===== config.mk =====
export PLATFORM = sky130hd
export DESIGN_NAME = uart_rx_frame
export DESIGN_NICKNAME = d
export VERILOG_FILES = /design/src/rtl/uart_defs.sv /design/src/rtl/uart_baud_cnt.sv /design/src/rtl/uart_rx_frame.sv
export SDC_FILE = /design/constraint.sdc
export NUM_CORES = 1
export LEC_CHECK = 0
export BUFFER_PORTS_ARGS = -buffer_cell sky130_fd_sc_hd__buf_2
export CELL_PAD_IN_SITES_DETAIL_PLACEMENT = 1
export CELL_PAD_IN_SITES_GLOBAL_PLACEMENT = 1
export CORE_MARGIN = 2
export CORE_UTILIZATION = 46
export CTS_CLUSTER_DIAMETER = 30
export DETAILED_ROUTE_END_ITERATION = 8
export PLACE_DENSITY = 0.73
export SETUP_SLACK_MARGIN = 0.1
export SYNTH_ARGS = -nofsm -noshare
export SYNTH_HDL_FRONTEND = slang
export SYNTH_SLANG_ARGS = --single-unit

===== constraint.sdc =====
create_clock -name clk_sys -period 2.6 [get_ports clk_sys]
set_input_delay 0.52 -clock clk_sys [delete_from_list [all_inputs] [get_ports clk_sys]]
set_output_delay 0.52 -clock clk_sys [all_outputs]
set_load 0.01 [all_outputs]

===== src/rtl/uart_defs.sv =====
// rtl/uart_defs.sv - shared UART constants, FSM encodings and helpers
package uart_defs;

    localparam int UART_DBITS        = 8;
    localparam int UART_BAUD_DIV_DEF = 868;

    // Parity sense: the received parity bit must equal XOR(data) ^ UART_PAR_EVEN
    localparam logic UART_PAR_EVEN = 1'b0;

    localparam logic [2:0] ST_IDLE   = 3'd0;
    localparam logic [2:0] ST_START  = 3'd1;
    localparam logic [2:0] ST_DATA   = 3'd2;
    localparam logic [2:0] ST_PARITY = 3'd3;
    localparam logic [2:0] ST_STOP   = 3'd4;

    function automatic logic maj3(input logic a, input logic b, input logic c);
        return (a & b) | (a & c) | (b & c);
    endfunction

endpackage


===== src/rtl/uart_baud_cnt.sv =====
// rtl/uart_baud_cnt.sv - bit-period counter with sync clear and mid/half ticks
module uart_baud_cnt #(
    parameter int BAUD_DIV = 868,
    parameter int HALF_DIV = BAUD_DIV / 2,
    localparam int CW      = $clog2(BAUD_DIV)
) (
    input  logic clk_sys,
    input  logic rst_n,
    input  logic clr,
    output logic mid_tick,
    output logic half_tick
);

    logic [CW-1:0] bcnt_q;
    logic [CW-1:0] bcnt_d;

    always_comb begin
        bcnt_d = bcnt_q + 1'b1;
        if (clr || bcnt_q == CW'(BAUD_DIV - 1)) begin
            bcnt_d = '0;
        end
    end

    always_ff @(posedge clk_sys or negedge rst_n) begin
        if (!rst_n) begin
            bcnt_q <= '0;
        end else begin
            bcnt_q <= bcnt_d;
        end
    end

    assign mid_tick  = (bcnt_q == CW'(BAUD_DIV - 1));
    assign half_tick = (bcnt_q == CW'(HALF_DIV - 1));

endmodule


===== src/rtl/uart_rx_frame.sv =====
// rtl/uart_rx_frame.sv - 8E1 UART receiver, MSB first; UART_RX_MAJ_EN selects 3-sample majority voting
module uart_rx_frame
    import uart_defs::*;
#(
    parameter int BAUD_DIV = UART_BAUD_DIV_DEF,
    parameter int HALF_DIV = BAUD_DIV / 2
) (
    input  logic                  clk_sys,
    input  logic                  rst_n,
    input  logic                  uart_rx,
    output logic [UART_DBITS-1:0] rx_data,
    output logic                  rx_vld,
    output logic                  rx_perr,
    output logic                  rx_ferr,
    output logic                  rx_busy
);

    logic                  sync1_q, rxs_q, rxs_prev_q;
    logic [2:0]            state_q, state_d;
    logic [2:0]            bidx_q, bidx_d;
    logic [UART_DBITS-1:0] shreg_q, shreg_d;
    logic                  pbit_q, pbit_d;
    logic [UART_DBITS-1:0] data_q, data_d;
    logic                  vld_q, vld_d;
    logic                  perr_q, perr_d;
    logic                  ferr_q, ferr_d;
    logic                  busy_q, busy_d;
    logic                  arm_q, arm_d;

    logic mid_tick, half_tick;
    logic start_tick, bit_tick, samp;
    logic cnt_clr;

    // Holding the counter at zero in IDLE keeps the START half-tick aligned to the edge
    assign cnt_clr = (state_d != state_q) || (state_q == ST_IDLE);

    uart_baud_cnt #(
        .BAUD_DIV (BAUD_DIV),
        .HALF_DIV (HALF_DIV)
    ) u_baud_cnt (
        .clk_sys   (clk_sys),
        .rst_n     (rst_n),
        .clr       (cnt_clr),
        .mid_tick  (mid_tick),
        .half_tick (half_tick)
    );

`ifdef UART_RX_MAJ_EN
    logic rxs_prev2_q;
    logic half_p1_q;

    // Decide one cycle after the nominal mid using the two preceding samples
    assign start_tick = half_p1_q;
    assign bit_tick   = mid_tick;
    assign samp       = maj3(rxs_prev2_q, rxs_prev_q, rxs_q);

    always_ff @(posedge clk_sys or negedge rst_n) begin
        if (!rst_n) begin
            rxs_prev2_q <= 1'b1;
            half_p1_q   <= 1'b0;
        end else begin
            rxs_prev2_q <= rxs_prev_q;
            half_p1_q   <= half_tick;
        end
    end
`else
    assign start_tick = half_tick;
    assign bit_tick   = mid_tick;
    assign samp       = rxs_q;
`endif

    always_comb begin
        state_d = state_q;
        bidx_d  = bidx_q;
        shreg_d = shreg_q;
        pbit_d  = pbit_q;
        data_d  = data_q;
        vld_d   = 1'b0;
        perr_d  = perr_q;
        ferr_d  = ferr_q;
        busy_d  = busy_q;
        arm_d   = arm_q;

        case (state_q)
            ST_IDLE: begin
                if (!arm_q && rxs_q) begin
                    arm_d = 1'b1;
                end
                if (arm_q && rxs_prev_q && !rxs_q) begin
                    state_d = ST_START;
                    busy_d  = 1'b1;
                end
            end
            ST_START: begin
                if (start_tick) begin
                    if (!samp) begin
                        state_d = ST_DATA;
                        bidx_d  = '0;
                    end else begin
                        state_d = ST_IDLE;
                        busy_d  = 1'b0;
                    end
                end
            end
            ST_DATA: begin
                if (bit_tick) begin
                    shreg_d = {shreg_q[UART_DBITS-2:0], samp};
                    bidx_d  = bidx_q + 1'b1;
                    if (bidx_q == 3'(UART_DBITS - 1)) begin
                        state_d = ST_PARITY;
                    end
                end
            end
            ST_PARITY: begin
                if (bit_tick) begin
                    pbit_d  = samp;
                    state_d = ST_STOP;
                end
            end
            ST_STOP: begin
                if (bit_tick) begin
                    data_d  = shreg_q;
                    perr_d  = ((^shreg_q) ^ UART_PAR_EVEN) != pbit_q;
                    ferr_d  = !samp;
                    vld_d   = 1'b1;
                    busy_d  = 1'b0;
                    state_d = ST_IDLE;
                    // A low stop sample blocks new frames until the line is seen high
                    arm_d   = samp;
                end
            end
            default: begin
                state_d = ST_IDLE;
                busy_d  = 1'b0;
            end
        endcase
    end

    always_ff @(posedge clk_sys or negedge rst_n) begin
        if (!rst_n) begin
            sync1_q    <= 1'b1;
            rxs_q      <= 1'b1;
            rxs_prev_q <= 1'b1;
            state_q    <= ST_IDLE;
            bidx_q     <= '0;
            shreg_q    <= '0;
            pbit_q     <= 1'b0;
            data_q     <= '0;
            vld_q      <= 1'b0;
            perr_q     <= 1'b0;
            ferr_q     <= 1'b0;
            busy_q     <= 1'b0;
            arm_q      <= 1'b1;
        end else begin
            sync1_q    <= uart_rx;
            rxs_q      <= sync1_q;
            rxs_prev_q <= rxs_q;
            state_q    <= state_d;
            bidx_q     <= bidx_d;
            shreg_q    <= shreg_d;
            pbit_q     <= pbit_d;
            data_q     <= data_d;
            vld_q      <= vld_d;
            perr_q     <= perr_d;
            ferr_q     <= ferr_d;
            busy_q     <= busy_d;
            arm_q      <= arm_d;
        end
    end

    assign rx_data = data_q;
    assign rx_vld  = vld_q;
    assign rx_perr = perr_q;
    assign rx_ferr = ferr_q;
    assign rx_busy = busy_q;

endmodule


==> After elaboration in Yosys (flattened, before gate mapping) <==
Cells that the tools add are included.
{ "word_totals": {"reg_bits": 41, "out_inout_bits": 12, "wordCells": 74} }
{ "op_classes": {"reduce_logical": 18, "add_sub_neg": 2, "eq_ne": 16, "muxes": 23, "bitwise": 1} }
{ "op_table": {"columns": ["op", "count"], "rows": [
  ["3-bit 2-to-1 mux", 9],
  ["3-bit one-hot mux with 5 select lines", 1],
  ["10-bit by 1-bit adder with 10-bit output, second input constant", 1],
  ["10-bit == test, second input constant", 1],
  ["10-bit by 9-bit == test with 1-bit output, second input constant", 1],
  ["10-bit 2-to-1 mux", 1],
  ["2-bit inequality test, second input constant", 5],
  ["1-bit 2-to-1 mux", 8],
  ["8-bit XOR reduction", 1],
  ["3-bit by 2-bit == test with 1-bit output, second input constant", 2],
  ["3-bit == test, second input constant", 2],
  ["3-bit one-hot mux with 2 select lines", 1],
  ["2-bit AND reduction", 3],
  ["5-bit AND reduction", 1],
  ["2-bit by 1-bit inequality test with 1-bit output, second input constant", 2],
  ["1-bit one-hot mux with 4 select lines", 1],
  ["4-bit AND reduction", 1],
  ["2-bit nonzero test", 2],
  ["3-bit by 1-bit adder with 3-bit output, second input constant", 1],
  ["3-bit by 1-bit == test with 1-bit output, second input constant", 1],
  ["1-bit logical AND", 3],
  ["3-bit logical NOT", 1],
  ["3-bit inequality test", 1],
  ["3-bit AND reduction", 1],
  ["other kinds (7)", 9]
]} }

==> Logic depth before layout (Yosys ltp) <==
{ "depth": {"ltp_word": 8, "ltp_mapped": 7, "ltp_nobuf": 7} }

==> Modules after synthesis <==
Synthesis repeated with hierarchy kept, for this count alone.
{ "unflattened": {"cells_unflattened": 160, "hier_area_um2": 1946.9} }
{ "modules_own_cells": {"columns": ["module", "instances", "area_each_um2", "cells_per_inst"], "rows": [
  ["uart_rx_frame", 1, 1410.1, 106],
  ["uart_baud_cnt", 1, 536.8, 54]
]} }

==> Worst setup path before layout <==
OpenSTA, ideal clock, no wires.
{ "synth_path": {"kind": "reg2reg", "from": "reg u_baud_cnt.bcnt_q[3]", "to": "reg u_baud_cnt.bcnt_q[2]", "path_stages_with_launch": 6, "path_slack_ns": 0.673, "arrival_ns": 1.793, "synth_period_minus_slack_ns": 1.927, "n_path_buf": 0, "required_ns": 2.467, "setup_ns": 0.133, "cell_sequence": "dfrtp_1 > or3b_4 > nor4_4 > a211oi_2 > a21oi_4 > nor3_1"} }
{ "synth_via": {"elab_chain_cells": 7, "elab_cells_between_ends": 11, "cone_classes": "eq/ne: 3; mux: 6; reduce/logical: 2"} }
{ "synth_lines": {"columns": ["element", "line", "text"], "rows": [
  ["start, declared", "uart_baud_cnt.sv:14", "logic [CW-1:0] bcnt_q;"],
  ["start signal, assigned", "uart_baud_cnt.sv:28", "bcnt_q <= bcnt_d;"],
  ["10-bit == test or 10-bit by 9-bit == test with 1-bit output (tied branches)", "uart_baud_cnt.sv:19, uart_baud_cnt.sv:32, uart_baud_cnt.sv:33", null],
  ["3-bit 2-to-1 mux (on tied branches)", null, null],
  ["3-bit one-hot mux with 5 select lines", "uart_rx_frame.sv:84", "case (state_q)"],
  ["3-bit inequality test", "uart_rx_frame.sv:35", "assign cnt_clr = (state_d != state_q) || (state_q == ST_IDLE);"],
  ["1-bit logical OR", "uart_rx_frame.sv:35", null],
  ["1-bit logical OR *", "uart_baud_cnt.sv:19", "if (clr || bcnt_q == CW'(BAUD_DIV - 1)) begin"],
  ["10-bit 2-to-1 mux *", "uart_baud_cnt.sv:19", null],
  ["named net u_baud_cnt.bcnt_d[2]", "uart_baud_cnt.sv:15", "logic [CW-1:0] bcnt_d;"]
]} }
Mark *: on every way through the listed nets, which the timed path passes. The rest lies on a longest branch.
A chain may end at the register's enable or synchronous reset.

==> Worst setup path in the final report <==
{ "layout_path": {"from": "reg u_baud_cnt.bcnt_q[0]", "to": "reg u_baud_cnt.bcnt_q[5]"} }
{ "layout_via": {"elab_chain_cells": 7, "elab_cells_between_ends": 12, "cone_classes": "add/sub: 1; eq/ne: 3; mux: 6; reduce/logical: 2"} }
{ "layout_lines": {"columns": ["element", "line"], "rows": [
  ["10-bit == test or 10-bit by 9-bit == test with 1-bit output (tied branches)", "uart_baud_cnt.sv:19, uart_baud_cnt.sv:32, uart_baud_cnt.sv:33"],
  ["3-bit 2-to-1 mux (on tied branches)", null],
  ["3-bit one-hot mux with 5 select lines", "uart_rx_frame.sv:84"],
  ["3-bit inequality test", "uart_rx_frame.sv:35"],
  ["1-bit logical OR", "uart_rx_frame.sv:35"],
  ["1-bit logical OR", "uart_baud_cnt.sv:19"],
  ["10-bit 2-to-1 mux *", "uart_baud_cnt.sv:19"],
  ["named net u_baud_cnt.bcnt_d[5]", "uart_baud_cnt.sv:15"]
]} }
Marks and branches as above.

==> flow_results.xml <==
<?xml version="1.0" encoding="UTF-8"?>
<metrics>
  <group name="run_status">
    <metric name="outcome" unit="">complete, no violations</metric>
  </group>
  <group name="synthesis">
    <metric name="yosys_warnings" unit="">0</metric>
    <metric name="synthesis.instances" unit="">183</metric>
    <metric name="synth_async_sr_flop_share" unit="">1.00</metric>
    <metric name="yosys.area.top_type" unit="">dfrtp_1</metric>
    <metric name="synth_largest_type_area_fraction" unit="">0.482</metric>
    <metric name="flip_flop_and_latch_count_after_synthesis" unit="">41</metric>
    <metric name="top_cells_by_area_in_the_synthesized_netlist" unit="">dfrtp_1 48%, nand2_1 7.0%, xnor2_1 5.9%, mux2_2 5.9%, dfstp_2 5.5%</metric>
    <metric name="yosys.cell_types.count" unit="">35</metric>
    <metric name="synth-seq-area-share" unit="">0.536</metric>
    <metric name="synth_area_per_cell" unit="sq um">10.5</metric>
    <metric name="postSynthNetCount" unit="">190</metric>
    <metric name="synth_edf_count" unit="">0</metric>
    <metric name="synth.cell_area" unit="sq um">1920</metric>
    <metric name="synthFlopType" unit="">dfrtp_1</metric>
  </group>
  <group name="global_routing">
    <metric name="grt_antenna_before_repair" unit="">0</metric>
    <metric name="first_global_vias" unit="">1467</metric>
    <metric name="met3_usage" unit="">0.0584</metric>
    <metric name="grt_overflow_total" unit="">0</metric>
    <metric name="top_usage_layer" unit="">met2</metric>
    <metric name="grt_start_max_net_pins" unit="">42</metric>
    <metric name="routing_usage_on_met1" unit="">0.272</metric>
    <metric name="gr_util_met2" unit="">0.371</metric>
    <metric name="groute.usage.overall" unit="">0.220</metric>
    <metric name="first_pass_grt_wire_length" unit="um">7340</metric>
  </group>
  <group name="routing">
    <metric name="postRouteWirelength" unit="um">4460</metric>
    <metric name="drt_pre_antenna_iters" unit="">4</metric>
    <metric name="drt_iter0_drc" unit="">64</metric>
    <metric name="post-route-drc-count" unit="">0</metric>
    <metric name="remaining_number_of_nets_flagged_by_the_antenna_check_after_routing" unit="">0</metric>
    <metric name="vias_per_cell" unit="">5.43</metric>
    <metric name="wire_per_inst" unit="um">17.5</metric>
    <metric name="vias_after_detailed_routing" unit="">1384</metric>
  </group>
  <group name="place">
    <metric name="count_of_input_and_output_buffers" unit="">14</metric>
    <metric name="placed_cells" unit="">247</metric>
    <metric name="place_hpwl" unit="um">3190</metric>
    <metric name="gp_congestion" unit="">0.829</metric>
  </group>
  <group name="sta">
    <metric name="clock_skew" unit="ps">9.09</metric>
    <metric name="period_needed" unit="ps">2070</metric>
    <metric name="fin_hold_viols" unit="">0</metric>
    <metric name="setup_viol" unit="">0</metric>
    <metric name="setup_total_negative_slack" unit="ps">0</metric>
    <metric name="fmax" unit="MHz">482</metric>
    <metric name="drv_slew" unit="">0</metric>
    <metric name="worst-slew-pin-transition" unit="ps">899</metric>
    <metric name="relSlewSlack" unit="">0.400</metric>
    <metric name="final_clock_period_utilization_by_the_worst_path" unit="">0.798</metric>
    <metric name="grt_setup_unrepaired" unit="">false</metric>
  </group>
  <group name="job">
    <metric name="maxCapViolations" unit="">0</metric>
  </group>
  <group name="layout">
    <metric name="number_of_standard_cells_in_the_layout_taps_in_and_fillers_out" unit="">255</metric>
    <metric name="filler_cell_count" unit="">450</metric>
    <metric name="layout.cells.most_common_list" unit="">37 x dfrtp_1, 36 x nand2_1, 14 x nor2_1, 14 x buf_2, 13 x xnor2_1</metric>
    <metric name="nNetsFinal" unit="">211</metric>
    <metric name="final_layout_size_suffix_gt1_frac" unit="">0.215</metric>
    <metric name="layout-area-overhead-vs-synth" unit="%">12.6</metric>
    <metric name="num_antenna_cells" unit="">0</metric>
    <metric name="final_common_cell" unit="">dfrtp_1</metric>
  </group>
  <group name="power">
    <metric name="clock_power_share" unit="">0.341</metric>
    <metric name="switching_share" unit="">0.274</metric>
    <metric name="worst_ir_drop_vdd" unit="V">0.000449</metric>
    <metric name="p_leak" unit="nW">1.05</metric>
    <metric name="internal_power" unit="mW">0.982</metric>
    <metric name="power.switching" unit="mW">0.370</metric>
    <metric name="seq_power_share" unit="">0.543</metric>
    <metric name="power_per_cell_area" unit="nW/um^2">625</metric>
    <metric name="comb_power_share" unit="">0.116</metric>
  </group>
  <group name="cts">
    <metric name="numClockSinks" unit="">41</metric>
    <metric name="clkTransAtPathRegs" unit="ps">70</metric>
    <metric name="number_of_hold_buffers_added_after_cts" unit="">0</metric>
    <metric name="cts_root_buffer" unit="">clkbuf_8</metric>
    <metric name="post_cts.resized_instances" unit="">0</metric>
    <metric name="clock_latency" unit="ps">300</metric>
    <metric name="tritoncts" unit="">done</metric>
    <metric name="clockBufferDepth" unit="">2</metric>
    <metric name="post_cts_buffers" unit="">0</metric>
    <metric name="cts_inserted_buffers" unit="">5</metric>
    <metric name="cts_htree_levels" unit="">2</metric>
  </group>
  <group name="worst_setup_path">
    <metric name="ff2ff_setup_slack" unit="ps">530</metric>
    <metric name="worst_setup_path_start_kind" unit="">register</metric>
    <metric name="slowest_delay" unit="ps">440</metric>
    <metric name="worst_path_max_delay_cell" unit="">dfrtp_1</metric>
    <metric name="cp_data_arrival_time" unit="ps">2270</metric>
    <metric name="setup.worst_path.end_class" unit="">register</metric>
    <metric name="timing_worst_setup_path_type" unit="">register to register</metric>
    <metric name="cp_data_required_time" unit="ps">2790</metric>
    <metric name="timing.reg2reg.worst_path_depth" unit="">6</metric>
    <metric name="path_max_fanout" unit="">10</metric>
    <metric name="critical_path.cell_chain" unit="">ha_1, nand4bb_1, and4bb_2, o21ai_0, nand3_1, nor3_1</metric>
  </group>
  <group name="floorplanning">
    <metric name="floorplan.die.width" unit="um">68.6</metric>
    <metric name="dieArea" unit="sq um">4710</metric>
    <metric name="floorplan.initialDensity" unit="">0.480</metric>
    <metric name="top_level_ports" unit="">15</metric>
    <metric name="placeableCoreArea" unit="sq um">4000</metric>
    <metric name="placementRows" unit="">23</metric>
    <metric name="die_height" unit="um">68.6</metric>
  </group>
  <group name="hold_path">
    <metric name="hold-path-cell-count" unit="">1</metric>
    <metric name="min-delay-path-class" unit="">input port to register</metric>
  </group>
</metrics>
flip-flops by register name (all words and copies together), names as in the netlist:
| register | count |
|---|---|
| rx_vld | 1 |
| u_baud_cnt.bcnt_q | 10 |
| state_q | 3 |
| bidx_q | 3 |
| arm_q | 1 |
| pbit_q | 1 |
| rx_perr | 1 |
| sync1_q | 1 |
| rxs_q | 1 |
| shreg_q | 8 |
| rx_ferr | 1 |
| rx_busy | 1 |
| rx_data | 8 |
| rxs_prev_q | 1 |
cell families after synthesis:
group	share of synthesized area
AO/OA/AOI/OAI	0.0619
XOR/XNOR	0.0729
adder cells (fa/ha/maj)	0.0260
buffers and inverters	0.0189
flip-flops	0.536
multiplexers	0.0690
AND/OR/NAND/NOR	0.215
area by class of cell:
type                    instances  area [sq um]  area share
clock buffers                   7          96.3      0.0445
repair buffers                 17          92.6      0.0428
flip-flops and latches         41          1030       0.476
well taps                      50          62.6      0.0289
inverters                       6          22.5      0.0104
clock inverters                 1          5.00     0.00231
multi-input cells             133           855       0.395
power groups by stage:
| stage | Combinational [mW] | Clock [mW] | Sequential (mW) |
|---|---|---|---|
| floorplan | 0.112 | 0 | 0.727 |
| finish | 0.156 | 0.461 | 0.734 |
| global route | 0.177 | 0.499 | 0.741 |
| global placement | 0.150 | 0 | 0.740 |
| detailed placement | 0.157 | 0 | 0.747 |
| CTS | 0.160 | 0.476 | 0.734 |
worst max-delay path, delay by kind of cell, from the launching register on:
| family | cells | cell delay, ps |
|---|---|---|
| AOI/OAI and AO/OA | 1 | 190 |
| adders and majority gates | 1 | 230 |
| DFF | 1 | 440 |
| and+or+nand+nor | 4 | 1120 |
metal layers:
metal | share of wire | wire, um
met1 | 0.44 | 1970
met2 | 0.51 | 2290
met3 | 0.030 | 136
met4 | 0.015 | 65
met5 | 0 | 0
worst paths after layout:
path | startpoint | end
max reg2reg | u_baud_cnt.bcnt_q[0] | u_baud_cnt.bcnt_q[5]
max | u_baud_cnt.bcnt_q[0] | u_baud_cnt.bcnt_q[5]
max in group asynchronous | rst_n | u_baud_cnt.bcnt_q[3]
min | uart_rx | sync1_q
min in group asynchronous | rst_n | u_baud_cnt.bcnt_q[7]
min reg2reg | sync1_q | rxs_q
Yosys cell counts, drive strengths merged, types with 2 or more instances:
| cell | instances |
|---|---|
| a21oi | 4 |
| mux2i | 2 |
| ha | 4 |
| nand4 | 2 |
| nor3 | 12 |
| buf | 2 |
| dfstp | 4 |
| o21ai | 9 |
| dfrtp | 37 |
| nand3 | 6 |
| nand2 | 36 |
| xnor2 | 13 |
| mux2 | 10 |
| inv | 5 |
| or3b | 2 |
| nand4bb | 2 |
| xor2 | 3 |
| nor2 | 14 |
| nand2b | 3 |
metrics by stage:
stage	hold WS, ps	power, mW	utilization	setup WS, ps	cell area, sq um
floorplan	224	0.839	-	673	1920
CTS	318	1.37	0.541	522	2160
global placement	350	0.890	0.516	645	2060
global route	311	1.42	0.541	288	2160
detailed placement	353	0.904	0.516	604	2060
finish	325	1.35	0.541	526	2160
No activity file was read; power rests on OpenSTA's default activity.
